[src/rtl/serializer_pkg.sv]
// Shared encodings for the serializer and the downstream FSM stage.
package serializer_pkg;

  localparam int unsigned DEFAULT_WIDTH = 6;

  typedef enum logic [1:0] {
    ST_IDLE  = 2'd0,
    ST_SHIFT = 2'd1,
    ST_PAR   = 2'd2
  } state_t;

endpackage

[src/rtl/ser_bit_counter.sv]
// Modulo-N bit counter with synchronous clear, enable and a terminal-count flag.
module ser_bit_counter
  import serializer_pkg::*;
#(
  parameter int unsigned N  = DEFAULT_WIDTH,
  parameter int unsigned CW = $clog2(N)
) (
  input  logic          clk,
  input  logic          rst,
  input  logic          clr,
  input  logic          en,
  output logic [CW-1:0] cnt,
  output logic          tc
);

  assign tc = (cnt == CW'(N - 1));

  // Count 0..N-1 and wrap; clear wins over enable.
  always_ff @(posedge clk or posedge rst) begin
    if (rst) begin
      cnt <= '0;
    end else if (clr) begin
      cnt <= '0;
    end else if (en) begin
      cnt <= tc ? '0 : cnt + 1'b1;
    end
  end

endmodule

[src/rtl/bit_serializer.sv]
// Parallel-to-serial front end: one WIDTH-bit word per valid/ready handshake,
// emitted one bit per clock with sout_valid and an end-of-frame done pulse.
// Optional feature: define SERIALIZER_PARITY_EN to append an even-parity bit.
module bit_serializer
  import serializer_pkg::*;
#(
  parameter int unsigned WIDTH      = DEFAULT_WIDTH,
  parameter logic        MSB_FIRST  = 1'b1,
  parameter logic        IDLE_LEVEL = 1'b0
) (
  input  logic             clk,
  input  logic             rst,
  input  logic             load_valid,
  output logic             load_ready,
  input  logic [WIDTH-1:0] load_data,
  output logic             sout,
  output logic             sout_valid,
  output logic             done,
  output logic             busy
);

  localparam int unsigned CW = $clog2(WIDTH);

  state_t           state;
  logic [WIDTH-1:0] sr;
  logic [CW-1:0]    cnt;
  logic             tc;
  logic             cnt_en;
  logic             last_bit;
  logic             accept;
`ifdef SERIALIZER_PARITY_EN
  logic             par;
`endif

  // cnt is the index of the bit currently on sout; cleared on every accept.
  ser_bit_counter #(
    .N  (WIDTH),
    .CW (CW)
  ) u_cnt (
    .clk (clk),
    .rst (rst),
    .clr (accept),
    .en  (cnt_en),
    .cnt (cnt),
    .tc  (tc)
  );

  // Handshake and status decode from state/counter only.
  always_comb begin
    cnt_en = (state == ST_SHIFT);
`ifdef SERIALIZER_PARITY_EN
    last_bit = (state == ST_PAR);
`else
    last_bit = (state == ST_SHIFT) && tc;
`endif
    load_ready = (state == ST_IDLE) || last_bit;
    accept     = load_valid && load_ready;
    busy       = (state != ST_IDLE);
  end

  // Frame FSM with registered serial outputs; sout is loaded with the first
  // bit on the accept edge and sr holds the bits still to go.
  always_ff @(posedge clk or posedge rst) begin
    if (rst) begin
      state      <= ST_IDLE;
      sr         <= '0;
      sout       <= IDLE_LEVEL;
      sout_valid <= 1'b0;
      done       <= 1'b0;
`ifdef SERIALIZER_PARITY_EN
      par        <= 1'b0;
`endif
    end else if (accept) begin
      state      <= ST_SHIFT;
      sout       <= MSB_FIRST ? load_data[WIDTH-1] : load_data[0];
      sr         <= MSB_FIRST ? (load_data << 1) : (load_data >> 1);
      sout_valid <= 1'b1;
      done       <= 1'b0;
`ifdef SERIALIZER_PARITY_EN
      par        <= ^load_data;
`endif
    end else begin
      case (state)
        ST_SHIFT: begin
          if (tc) begin
`ifdef SERIALIZER_PARITY_EN
            state      <= ST_PAR;
            sout       <= par;
            sout_valid <= 1'b1;
            done       <= 1'b1;
`else
            state      <= ST_IDLE;
            sout       <= IDLE_LEVEL;
            sout_valid <= 1'b0;
            done       <= 1'b0;
`endif
          end else begin
            sout       <= MSB_FIRST ? sr[WIDTH-1] : sr[0];
            sr         <= MSB_FIRST ? (sr << 1) : (sr >> 1);
            sout_valid <= 1'b1;
`ifdef SERIALIZER_PARITY_EN
            done       <= 1'b0;
`else
            done       <= (cnt == CW'(WIDTH - 2));
`endif
          end
        end
        default: begin
          state      <= ST_IDLE;
          sout       <= IDLE_LEVEL;
          sout_valid <= 1'b0;
          done       <= 1'b0;
        end
      endcase
    end
  end

endmodule

[config.mk]
export PLATFORM = sky130hd
export DESIGN_NAME = bit_serializer
export DESIGN_NICKNAME = d
export VERILOG_FILES = /design/src/rtl/serializer_pkg.sv /design/src/rtl/ser_bit_counter.sv /design/src/rtl/bit_serializer.sv
export SDC_FILE = /design/constraint.sdc
export NUM_CORES = 1
export LEC_CHECK = 0
export ABC_AREA = 1
export BUFFER_PORTS_ARGS = -buffer_cell sky130_fd_sc_hd__buf_2
export CAP_MARGIN = 20
export CORE_AREA = 2 2 39 41
export DETAILED_ROUTE_END_ITERATION = 12
export DIE_AREA = 0 0 41 43
export GPL_ROUTABILITY_DRIVEN = 0
export PLACE_DENSITY = 0.64
export REMOVE_ABC_BUFFERS = 1
export SLEW_MARGIN = 20
export SYNTH_ARGS = -nofsm -noshare
export SYNTH_HDL_FRONTEND = slang
export SYNTH_SLANG_ARGS = --single-unit
[constraint.sdc]
create_clock -name clk -period 0.9 [get_ports clk]
set_input_delay 0.045 -clock clk [delete_from_list [all_inputs] [get_ports clk]]
set_output_delay 0.045 -clock clk [all_outputs]
set_load 0.02 [all_outputs]
; ---- After elaboration in Yosys (flattened, before gate mapping)
; Cells that the tools add are included.
[word_totals]
elab_cells = 37
out_inout_bits = 5
in_bits = 9
reg_bits = 14
[classes]
eq_ne = 5
n_reduce_logical = 7
n_mux = 18
n_addsub = 1
[op_table]
columns = operator, count
row1 = $mux W6, 3
row2 = $mux W1, 9
row3 = $mux W3, 3
row4 = $eq A3 B3 Y1 const B, 2
row5 = $mux W2, 3
row6 = $reduce_bool A2 Y1, 2
row7 = $add A3 B1 Y3 const B, 1
row8 = $ne A3 B2 Y1 const B, 1
row9 = $eq A2 B1 Y1 const B, 1
row10 = $logic_and A1 B1 Y1, 2
row11 = $logic_not A2 Y1, 1
row12 = $ne A2 B1 Y1 const B, 1
row13 = $reduce_and A2 Y1, 1
row14 = $logic_or A1 B1 Y1, 1

; ---- Depth between registers and ports, before layout
; Gate-level depths: netlist of run 1.
[logic_depth]
word_depth = 6
mapped_depth = 6
depth_no_buf = 5

; ---- Modules after synthesis
; Synthesis of run 1 repeated with hierarchy kept, for this count alone.
[unflattened]
hier_cells = 71
hier_area_um2 = 579.3
[modules_own_cells]
columns = module, seq_area_each_um2, area_each_um2, cells_each, n_inst
row1 = bit_serializer, 225.2, 414.1, 45, 1
row2 = ser_bit_counter, 75.1, 165.2, 26, 1

; ---- Worst setup path before layout of run 1
; No wires, ideal clock.
[synth_path]
path_kind = reg-to-reg
start = register state[0]
end = register u_cnt.cnt[2]
period_less_slack_ns = 1.051
path_slack_ns = -0.151
arrival_time_ns = 0.932
stages_incl_launch_ff = 5
required_time_ns = 0.781
path_buffers = 0
setup_time_ns = 0.119
path_cell_list = dfrtp_1 > inv_1 > nand2_2 > a21boi_2 > nor2_1
[synth_via]
elab_chain_len = 5
elab_cells_between_ends = 7
classes_between = eq/ne: 1 / mux: 1 / reduce/logical: 5
[synth_lines]
columns = item, line
row1 = start: declaration, bit_serializer.sv:24  ; state_t state;
row2 = start signal: assignment, bit_serializer.sv:65  ; state <= ST_IDLE;
row3 = start signal: assignment, bit_serializer.sv:74  ; state <= ST_SHIFT;
row4 = start signal: assignment, bit_serializer.sv:92  ; state <= ST_IDLE;
row5 = $eq A2 B1 Y1, "bit_serializer.sv:50, bit_serializer.sv:54"
row6 = $logic_and A1 B1 Y1, bit_serializer.sv:54  ; last_bit = (state == ST_SHIFT) && tc;
row7 = $logic_or A1 B1 Y1, bit_serializer.sv:56  ; load_ready = (state == ST_IDLE) || last_bit;
row8 = $logic_and A1 B1 Y1, bit_serializer.sv:57  ; accept = load_valid && load_ready;
row9 = $mux W3 or $reduce_bool A2 Y1 (tied branches), -
row10 = end signal: assignment, ser_bit_counter.sv:25  ; cnt <= tc ? '0 : cnt + 1'b1;
row11 = end: declaration, ser_bit_counter.sv:12  ; output logic [CW-1:0] cnt,
; Parallel ways exist; a longest one is shown, timed or not.
; A chain may end at the register's enable or synchronous reset.

; ---- Worst setup path after layout of run 1
[layout_path]
start = register u_cnt.cnt[1]
end = output port load_ready
[layout_via]
elab_chain_len = 3
[layout_lines]
columns = item, line
row1 = $eq A3 B3 Y1, ser_bit_counter.sv:16  ; assign tc = (cnt == CW'(N - 1));
row2 = $logic_and A1 B1 Y1, bit_serializer.sv:54
row3 = $logic_or A1 B1 Y1, bit_serializer.sv:56
row4 = end: declaration, bit_serializer.sv:14  ; output logic load_ready,
; Every way passes these cells.

==> flow_summary.json, run 1 <==
{
  "cp-start-kind": "flip-flop",
  "syn_inst": 57,
  "period_needed_ns": 1.073,
  "clkPwrFrac": 0.128,
  "placed_cell_area_um2": 675.6,
  "cp_slowest_cell": "dfrtp_1",
  "vdd_drop_max_uv": 1552,
  "r2r_setup_slack_ns": -0.14,
  "drc": 0,
  "yosysWarnings": 0,
  "ant_nets": 0,
  "min_period_over_period": 1.193,
  "drt-wirelength-per-cell_um": 11.70,
  "worstSetupEndpointType": "primary output",
  "grtUsageTotal": 0.1519,
  "htreeDepth": 1,
  "fp.dieW_um": 41,
  "place_hpwl_um": 763.6,
  "pin_count": 14,
  "grt_max_degree": 15,
  "slowest_delay_ns": 0.39,
  "antenna_found_initial": 0,
  "die_y_um": 43,
  "seq_power_share": 0.340,
  "vias": 473,
  "rsz0062_at_grt": "yes",
  "synth.distinct_cells": 17,
  "hp-class": "in2reg",
  "switchingPower_mw": 1.033,
  "synthesis.area_um2": 565.5,
  "power_density_nw_per_um2": 3355,
  "cts_sinks": 12,
  "critical-path-top-delay-family": "flip-flops",
  "power.internal_mw": 1.574,
  "via_per_inst": 4.827,
  "initial_core_util": 0.4087,
  "grt_pass1_wl_um": 1794,
  "fillers": 123,
  "violations": "setup timing",
  "avgSynthCellArea_um2": 9.922,
  "fmax_ghz": 0.9317,
  "drive_gt1_frac": 0.4756,
  "skew_ns": 0.005048,
  "fin_nets": 93,
  "clock-root-buffer": "clkbuf_4",
  "final_cell_area_um2": 777.0,
  "drt_iter0_markers": 13,
  "whs_ns": 0.001739,
  "ys_seq_area_frac": 0.5310,
  "fin_ws_ns": -0.1733,
  "rows": 14,
  "relSlewSlack": 0.6862,
  "clkLatencyLatePin_ns": 0.27,
  "coreArea_um2": 1384,
  "die_area_um2": 1763,
  "cts.clk_slew.worst_paths_ns": 0.08,
  "cts-buffers-inserted": 3,
  "area_growth_pct": 37.39,
  "run_status": "finished with violations",
  "clockBufferDepth": 2,
  "timing_hold_violations_final": 0,
  "io_buffers": 13,
  "comb_power_share": 0.532,
  "maxCapViolations": 0,
  "setup_tns_ns": -1.297,
  "maxSlewViolCount": 0,
  "grt-ovfl-total": 0,
  "p_leak_nw": 0.3958,
  "worst_pin_slew_ns": 0.4702,
  "synth_seq_cells": 12,
  "switching_share": 0.3962,
  "crit_chain": "inv_2 -> nand3_2 -> nand2_4 -> buf_6",
  "worst-path-buf-inv": 2,
  "crit_fanout": 2,
  "drt_pre_antenna_iters": 4,
  "cts_tree": "yes",
  "wl_um": 1147,
  "antenna_cells": 0,
  "criticalPathCategory": "reg2out",
  "grt_pass1_vias": 454,
  "crit_required_ns": 0.85,
  "finalSetupViolCount": 12,
  "worstPathArrival_ns": 1.03
}
[cells in the final DEF (no fill, tap or decap), drive strengths merged]
master / instances
dfrtp: 12
dlygate4sd3: 1
buf: 22
nand2: 14
inv: 5
a31oi: 1
a21boi: 1
nand3: 16
clkbuf: 3
o21ai: 1
xnor2: 1
o22ai: 1
nor2: 4
[power by group through the flow]
stage / Sequential [mW] / Combinational (mW) / Clock [mW]
detailed placement: 0.894 / 1.08 / 0
CTS: 0.880 / 1.35 / 0.336
global route: 0.913 / 1.50 / 0.361
finish: 0.886 / 1.39 / 0.333
global placement: 0.892 / 1.07 / 0
floorplan: 0.980 / 0.591 / 0
[sequential cells by signal, indices dropped and copies added (netlist names)]
register,flops
sout_valid,1
done,1
u_cnt.cnt,3
sr,5
state,1
sout,1
[cells by family after synthesis]
| kind of cell | count (synthesis) | share of synthesized area |
|---|---|---|
| AO/OA/AOI/OAI | 4 | 0.06194 |
| buffers and inverters | 6 | 0.07301 |
| flip-flops | 12 | 0.5310 |
| XOR/XNOR | 1 | 0.01549 |
| AND/OR/NAND/NOR | 34 | 0.3186 |
[tightest hold or removal path: cells and delay by family]
kind | cells | cell delay [ns]
buffers and inverters | 1 | 0.08
AND/OR/NAND/NOR | 2 | 0.11
[repair_timing]
item                                    4_1_cts  5_1_grt
gates cloned                                  0        0
pin swaps                                     2        1
hold endpoints to repair                     12        0
setup buffers                                 3        0
hold buffers                                  1        0
endpoints found under the setup margin       12       14
gates resized for setup                      10        3
[area by class of cell]
type / count / area [um2] / share of cell area
clock buffers: 3 / 22.52 / 0.02899
inverters: 5 / 21.27 / 0.02738
well taps: 16 / 20.02 / 0.02576
repair buffers: 23 / 170.2 / 0.2190
multi-input cells: 39 / 242.7 / 0.3124
flip-flops and latches: 12 / 300.3 / 0.3865
[per-stage QoR]
stage	util	setup WS, ns	total power, mW	instances
after floorplan	-	-0.1509	1.571	56
after global placement	0.4882	-0.08056	1.965	91
after detailed placement	0.4882	-0.07585	1.971	91
after CTS	0.5524	-0.1747	2.567	98
after global routing	0.5615	-0.2014	2.779	98
final	0.5615	-0.1733	2.607	98
[path summary, 6_finish.rpt]
| path | start | endpoint | cells past startpoint |
|---|---|---|---|
| hold reg to reg | sr[1] | sr[2] | 2 |
| setup reg to reg | u_cnt.cnt[1] | sr[4] | 6 |
| setup / recovery | u_cnt.cnt[1] | load_ready | 4 |
| min in group asynchronous | rst | sr[3] | 3 |
| max in group asynchronous | rst | done | 3 |
| hold / removal | load_data[5] | sout | 3 |
[cell usage after synthesis, drive strengths merged]
master,instances,area share
a21boi,1,0.020
a31oi,1,0.011
buf,1,0.035
dfrtp,12,0.53
inv,5,0.038
nand2,14,0.11
nand3,16,0.18
nor2,4,0.031
o21ai,1,0.0088
o22ai,1,0.022
xnor2,1,0.015
[routing by layer]
metal,share of wire,global-route usage
met5,0,0
met1,0.45,0.1926
met3,0.051,0.03141
met2,0.49,0.2406
met4,0,0.06000
No activity file was read; power rests on OpenSTA's default activity.
==> run 2, diff against run 1 <==
--- a/config.mk
+++ b/config.mk
@@ -12,9 +12,10 @@
 export DETAILED_ROUTE_END_ITERATION = 12
 export DIE_AREA = 0 0 41 43
 export GPL_ROUTABILITY_DRIVEN = 0
-export PLACE_DENSITY = 0.64
+export PLACE_DENSITY = 0.62
 export REMOVE_ABC_BUFFERS = 1
 export SLEW_MARGIN = 20
 export SYNTH_ARGS = -nofsm -noshare
 export SYNTH_HDL_FRONTEND = slang
 export SYNTH_SLANG_ARGS = --single-unit
+export TNS_END_PERCENT = 100
==> constraint.sdc (replaced) <==
create_clock -name clk -period 1.4 [get_ports clk]
set_input_delay 0.07 -clock clk [delete_from_list [all_inputs] [get_ports clk]]
set_output_delay 0.07 -clock clk [all_outputs]
set_load 0.02 [all_outputs]
==> run 2 against run 1 <==
The run now ends clean. Power shrank 46%. Hold slack improved by 0.033 ns. Largest power group is now sequential cells. Largest cell class unchanged. Via count is 8.5% lower. Global-route usage fell by 1.8 points. Final cell count shrank 8.2%. Highest routed layer is now met4. Count of clock-buffer cells in the layout up 1.
==> flow_summary.json, run 2 (same netlist as run 1, synthesis figures left out) <==
{
  "most-common-layout-cells": "buf_2 (13), nand3_1 (12), nand2_1 (12), dfrtp_1 (12), nand3_2 (4)",
  "post_cts_buffers": 0,
  "die_area_um2": 1763,
  "worst-path-buf-inv": 2,
  "power.internal_mw": 0.8490,
  "power_density_nw_per_um2": 2092,
  "maxCapViolations": 0,
  "timing_hold_violations_final": 0,
  "r2r_cells": 5,
  "vdd_drop_max_uv": 858.2,
  "largestRegisters": "sr: 5 flops, u_cnt.cnt: 3 flops",
  "clkLatencyLatePin_ns": 0.26,
  "p_leak_nw": 0.3423,
  "area_growth_pct": 19.69,
  "layout_commonest_cell": "buf_2",
  "worstSetupEndpointType": "primary output",
  "maxSlewViolCount": 0,
  "antenna_cells": 0,
  "cts-buffers-inserted": 3,
  "drc": 0,
  "fp.dieW_um": 41,
  "switchingPower_mw": 0.5669,
  "drt_iter0_markers": 2,
  "utilization": 0.4892,
  "slowest_delay_ns": 0.43,
  "clockBufferDepth": 2,
  "final_cell_area_um2": 676.9,
  "via_per_inst": 4.811,
  "cts_tree": "yes",
  "crit_cells": 4,
  "place_hpwl_um": 751.4,
  "r2r_end": "sr[3]",
  "vias": 433,
  "r2r_setup_slack_ns": 0.36,
  "period_needed_ns": 1.310,
  "grtUsageTotal": 0.1341,
  "grt-ovfl-total": 0,
  "skew_ns": 0.004565,
  "rr_startpoint": "u_cnt.cnt[1]",
  "startpoint": "u_cnt.cnt[1]",
  "clock-root-buffer": "clkbuf_4",
  "grt_pass1_wl_um": 1573,
  "post-place-ws_ns": 0.3601,
  "worstPathArrival_ns": 1.24,
  "rows": 14,
  "io_buffers": 13,
  "antenna_found_initial": 0,
  "wl_um": 977,
  "placed_cell_area_um2": 630.6,
  "hp-class": "in2reg",
  "relSlewSlack": 0.7030,
  "pin_count": 14,
  "fin_nets": 84,
  "clkPwrFrac": 0.187,
  "holdPathEnd": "sr[1]",
  "comb_power_share": 0.398,
  "drt-wirelength-per-cell_um": 10.86,
  "drt_pre_antenna_iters": 4,
  "cts_sinks": 12,
  "htreeDepth": 1,
  "initial_core_util": 0.4087,
  "coreArea_um2": 1384,
  "hold_path_depth": 3,
  "min_from": "load_data[0]",
  "top_register": "sr",
  "finalSetupViolCount": 0,
  "crit_chain": "inv_2 -> nand3_2 -> nand2_4 -> buf_2",
  "run_status": "finished clean",
  "grt_pass1_vias": 365,
  "fin_ws_ns": 0.09014,
  "ant_nets": 0,
  "grt_max_degree": 16,
  "crit_fanout": 15,
  "die_y_um": 43,
  "setup_tns_ns": 0,
  "crit_required_ns": 1.33,
  "worst_pin_slew_ns": 0.4450,
  "switching_share": 0.4004,
  "fillers": 146,
  "fmax_ghz": 0.7634,
  "critical-path-top-delay-family": "flip-flops",
  "seq_power_share": 0.415,
  "largest_reg_flops": 5,
  "whs_ns": 0.03503,
  "cts.clk_slew.worst_paths_ns": 0.08,
  "min_period_over_period": 0.9356,
  "cp_slowest_cell": "dfrtp_1",
  "rsz0062_at_grt": "no",
  "criticalPathCategory": "reg2out",
  "cp-start-kind": "flip-flop",
  "drive_gt1_frac": 0.3784
}
==> run 2: changes by cell type in the layout (fill, tap and decap cells not counted) <==
cell | before | now
xnor2_1 | 0 | 1
buf_6 | 6 | 0
nand2_4 | 2 | 1
o21ai_0 | 0 | 1
o21ai_2 | 1 | 0
buf_4 | 5 | 0
clkbuf_8 | 0 | 1
nand2_1 | 11 | 12
xnor2_2 | 1 | 0
buf_2 | 11 | 13
==> run 2: tightest hold or removal path: cells and delay by family <==
kind,cells,cell delay [ns]
buffers and inverters,1,0.08
AND/OR/NAND/NOR,2,0.11
==> run 2: routing by layer <==
metal | track usage | vias to the layer above | wire (um)
li1 | - | 222 | -
met1 | 0.1940 | 193 | 487
met2 | 0.1719 | 16 | 420
met3 | 0.03665 | 2 | 57
met4 | 0.08000 | 0 | 11
met5 | 0 | - | 0
==> run 2: how the worst max path moves through the flow <==
| stage | endpoint | slack (ns) |
|---|---|---|
| after floorplan | u_cnt.cnt[2] | 0.35 |
| after global placement | load_ready | 0.36 |
| after detailed placement | sr[3] | 0.36 |
| after CTS | load_ready | 0.08 |
| after global routing | load_ready | 0.02 |
| final | load_ready | 0.09 |
==> run 2: timing repair <==
action / CTS / global route
gates resized for setup: 0 / 0
setup endpoints to repair: 0 / 0
endpoints found under the hold margin: 12 / 0
hold buffers: 1 / 0
==> run 2: power groups by stage <==
stage	combinational, mW	clock, mW	sequential [mW]
2_1_floorplan	0.380	0	0.630
3_3_place_gp	0.563	0	0.592
4_1_cts	0.574	0.278	0.590
5_1_grt	0.625	0.300	0.612
3_5_place_dp	0.572	0	0.597
6_report	0.564	0.265	0.587
==> run 2: area by class of cell <==
class / instances / area, um2 / share of cell area
Clock buffer: 4 / 36.28 / 0.05360
Inverter: 5 / 21.27 / 0.03142
Multi-Input combinational cell: 39 / 224.0 / 0.3309
Sequential cell: 12 / 300.3 / 0.4436
Tap cell: 16 / 20.02 / 0.02957
Timing Repair Buffer: 14 / 75.07 / 0.1109
==> run 2: metrics by stage <==
step	std cells	total power, mW
final	90	1.416
after global routing	90	1.536
after CTS	90	1.442
after detailed placement	85	1.169
after global placement	85	1.155
after floorplan	56	1.010
==> run 3, diff against run 2 <==
--- a/config.mk
+++ b/config.mk
@@ -12,7 +12,8 @@
 export DETAILED_ROUTE_END_ITERATION = 12
 export DIE_AREA = 0 0 41 43
 export GPL_ROUTABILITY_DRIVEN = 0
-export PLACE_DENSITY = 0.62
+export MAX_ROUTING_LAYER = met4
+export PLACE_DENSITY = 0.72
 export REMOVE_ABC_BUFFERS = 1
 export SLEW_MARGIN = 20
 export SYNTH_ARGS = -nofsm -noshare
==> run 3 against run 2 <==
Register-to-register slack is essentially flat. Final cell count down 1.1%. Clock skew rose by 0.0017 ns. Global-route usage rose by 1.2 points. Maximum frequency shrank 0.69%. Die area is the same. Non-clock buffer count stayed put. First-iteration DRC count rose to 7.5 times the previous value. Sequential share of layout area increased by 0.92 points. Via count rose by 5.1%. Combinational power up 0.9%. Critical endpoint unchanged.
==> flow_summary.json, run 3 (same netlist as run 1, synthesis figures left out) <==
{
  "drc": 0,
  "total_power_mw": 1.360,
  "die_y_um": 43,
  "relSlewSlack": 0.6903,
  "grt-ovfl-total": 0,
  "top_register": "sr",
  "pin_count": 14,
  "comb_power_share": 0.418,
  "clkPwrFrac": 0.152,
  "cp-start-kind": "flip-flop",
  "antenna_found_initial": 0,
  "initial_core_util": 0.4087,
  "slowest_delay_ns": 0.42,
  "vdd_drop_max_uv": 854.7,
  "rows": 14,
  "run_status": "finished clean",
  "routed.top_layer": "met4",
  "wl_met1_um": 424,
  "drive_gt1_frac": 0.3699,
  "crit_chain": "inv_2 -> nand3_2 -> nand2_4 -> buf_2",
  "place_hpwl_um": 721,
  "maxCapViolations": 0,
  "clkLatencyLatePin_ns": 0.27,
  "io_buffers": 13,
  "rsz0062_at_grt": "no",
  "hp-class": "in2reg",
  "htreeDepth": 1,
  "fmax_ghz": 0.7582,
  "cts.clk_slew.worst_paths_ns": 0.07,
  "power_density_nw_per_um2": 2051,
  "worst-path-buf-inv": 2,
  "seq_power_share": 0.430,
  "vias": 455,
  "switching_share": 0.4181,
  "fin_nets": 84,
  "antenna_cells": 0,
  "fp.dieW_um": 41,
  "timing_hold_violations_final": 0,
  "drt_pre_antenna_iters": 4,
  "worst_pin_slew_ns": 0.4640,
  "die_area_um2": 1763,
  "crit_fanout": 15,
  "largest_reg_flops": 5,
  "cts.repair.resized": 0,
  "criticalPathCategory": "reg2out",
  "most-common-layout-cells": "buf_2 (13), nand3_1 (12), nand2_1 (12), dfrtp_1 (12), nand3_2 (4)",
  "min_period_over_period": 0.9421,
  "maxSlewViolCount": 0,
  "area_growth_pct": 17.26,
  "power.internal_mw": 0.7915,
  "wl_um": 1012,
  "cts_tree": "yes",
  "whs_ns": 0.02160,
  "finalSetupViolCount": 0,
  "switchingPower_mw": 0.5688,
  "drt_iter0_markers": 15,
  "grt_max_degree": 16,
  "clock-root-buffer": "clkbuf_4",
  "largestRegisters": "sr: 5 flops, u_cnt.cnt: 3 flops",
  "worstSetupEndpointType": "primary output",
  "wl_met2_um": 495,
  "period_needed_ns": 1.319,
  "grt_pass1_wl_um": 1621,
  "ant_nets": 0,
  "skew_ns": 0.006216,
  "p_leak_nw": 0.3352,
  "cts-buffers-inserted": 3,
  "crit_required_ns": 1.33,
  "grtUsageTotal": 0.1459,
  "cts_sinks": 12,
  "drt-wirelength-per-cell_um": 11.37,
  "coreArea_um2": 1384,
  "layout_commonest_cell": "buf_2",
  "clockBufferDepth": 2,
  "cp_slowest_cell": "dfrtp_1",
  "grt_pass1_vias": 400,
  "critical-path-top-delay-family": "flip-flops",
  "via_per_inst": 5.112,
  "setup_tns_ns": 0,
  "wl_met3_um": 57,
  "worstPathArrival_ns": 1.25
}
## run 3: changes by cell type in the layout (fill, tap and decap cells not counted), sizes merged
| cell | before | now |
|---|---|---|
| clkbuf | 4 | 3 |
## run 3: layer usage
| layer | vias to the layer above | global-route usage |
|---|---|---|
| met1 | 215 | 0.1815 |
| met4 | 0 | 0.1000 |
| met3 | 5 | 0.04712 |
| met2 | 15 | 0.1938 |
| li1 | 220 | - |
| met5 | - | - |
## run 3: power by group through the flow
| stage | clock network (mW) | registers [mW] | logic (mW) |
|---|---|---|---|
| floorplan | 0 | 0.630 | 0.380 |
| global placement | 0 | 0.593 | 0.556 |
| detailed placement | 0 | 0.594 | 0.571 |
| CTS | 0.211 | 0.587 | 0.577 |
| global route | 0.230 | 0.607 | 0.638 |
| finish | 0.207 | 0.585 | 0.569 |
## run 3: layout make-up
cell class / instances / area, um2
clock buffers: 3 / 22.52
fillers: 145 / 720.7
inverters: 5 / 21.27
multi-input cells: 39 / 224.0
flip-flops and latches: 12 / 300.3
well taps: 16 / 20.02
repair buffers: 14 / 75.07
## run 3: per-stage QoR
stage	worst slack (ns)	cell area [um2]	std cells	util
5_1_grt	0.006734	663.1	89	0.4792
3_3_place_gp	0.3750	630.6	85	0.4557
4_1_cts	0.07142	663.1	89	0.4792
3_5_place_dp	0.3649	630.6	85	0.4557
6_report	0.08106	663.1	89	0.4792
2_1_floorplan	0.3491	545.5	56	-
## run 3: final timing paths
path	start	endpoint	slack, ns	depth (start not counted)
setup / recovery	u_cnt.cnt[1]	load_ready	0.08	4
hold / removal	load_data[5]	sout	0.02	3
setup reg to reg	u_cnt.cnt[1]	sr[4]	0.37	5
hold reg to reg	sr[5]	sout	0.49	2
max in group asynchronous	rst	u_cnt.cnt[0]	0.73	3
min in group asynchronous	rst	sout	0.35	3
## run 3: repair_timing
item / 4_1_cts / 5_1_grt
hold buffers: 1 / 0
setup buffers: 0 / 0
hold endpoints to repair: 12 / 0
## run 3: worst min-delay path, delay by kind of cell
kind / cells / cell delay, ns
buffers and inverters: 1 / 0.08
and+or+nand+nor: 2 / 0.11
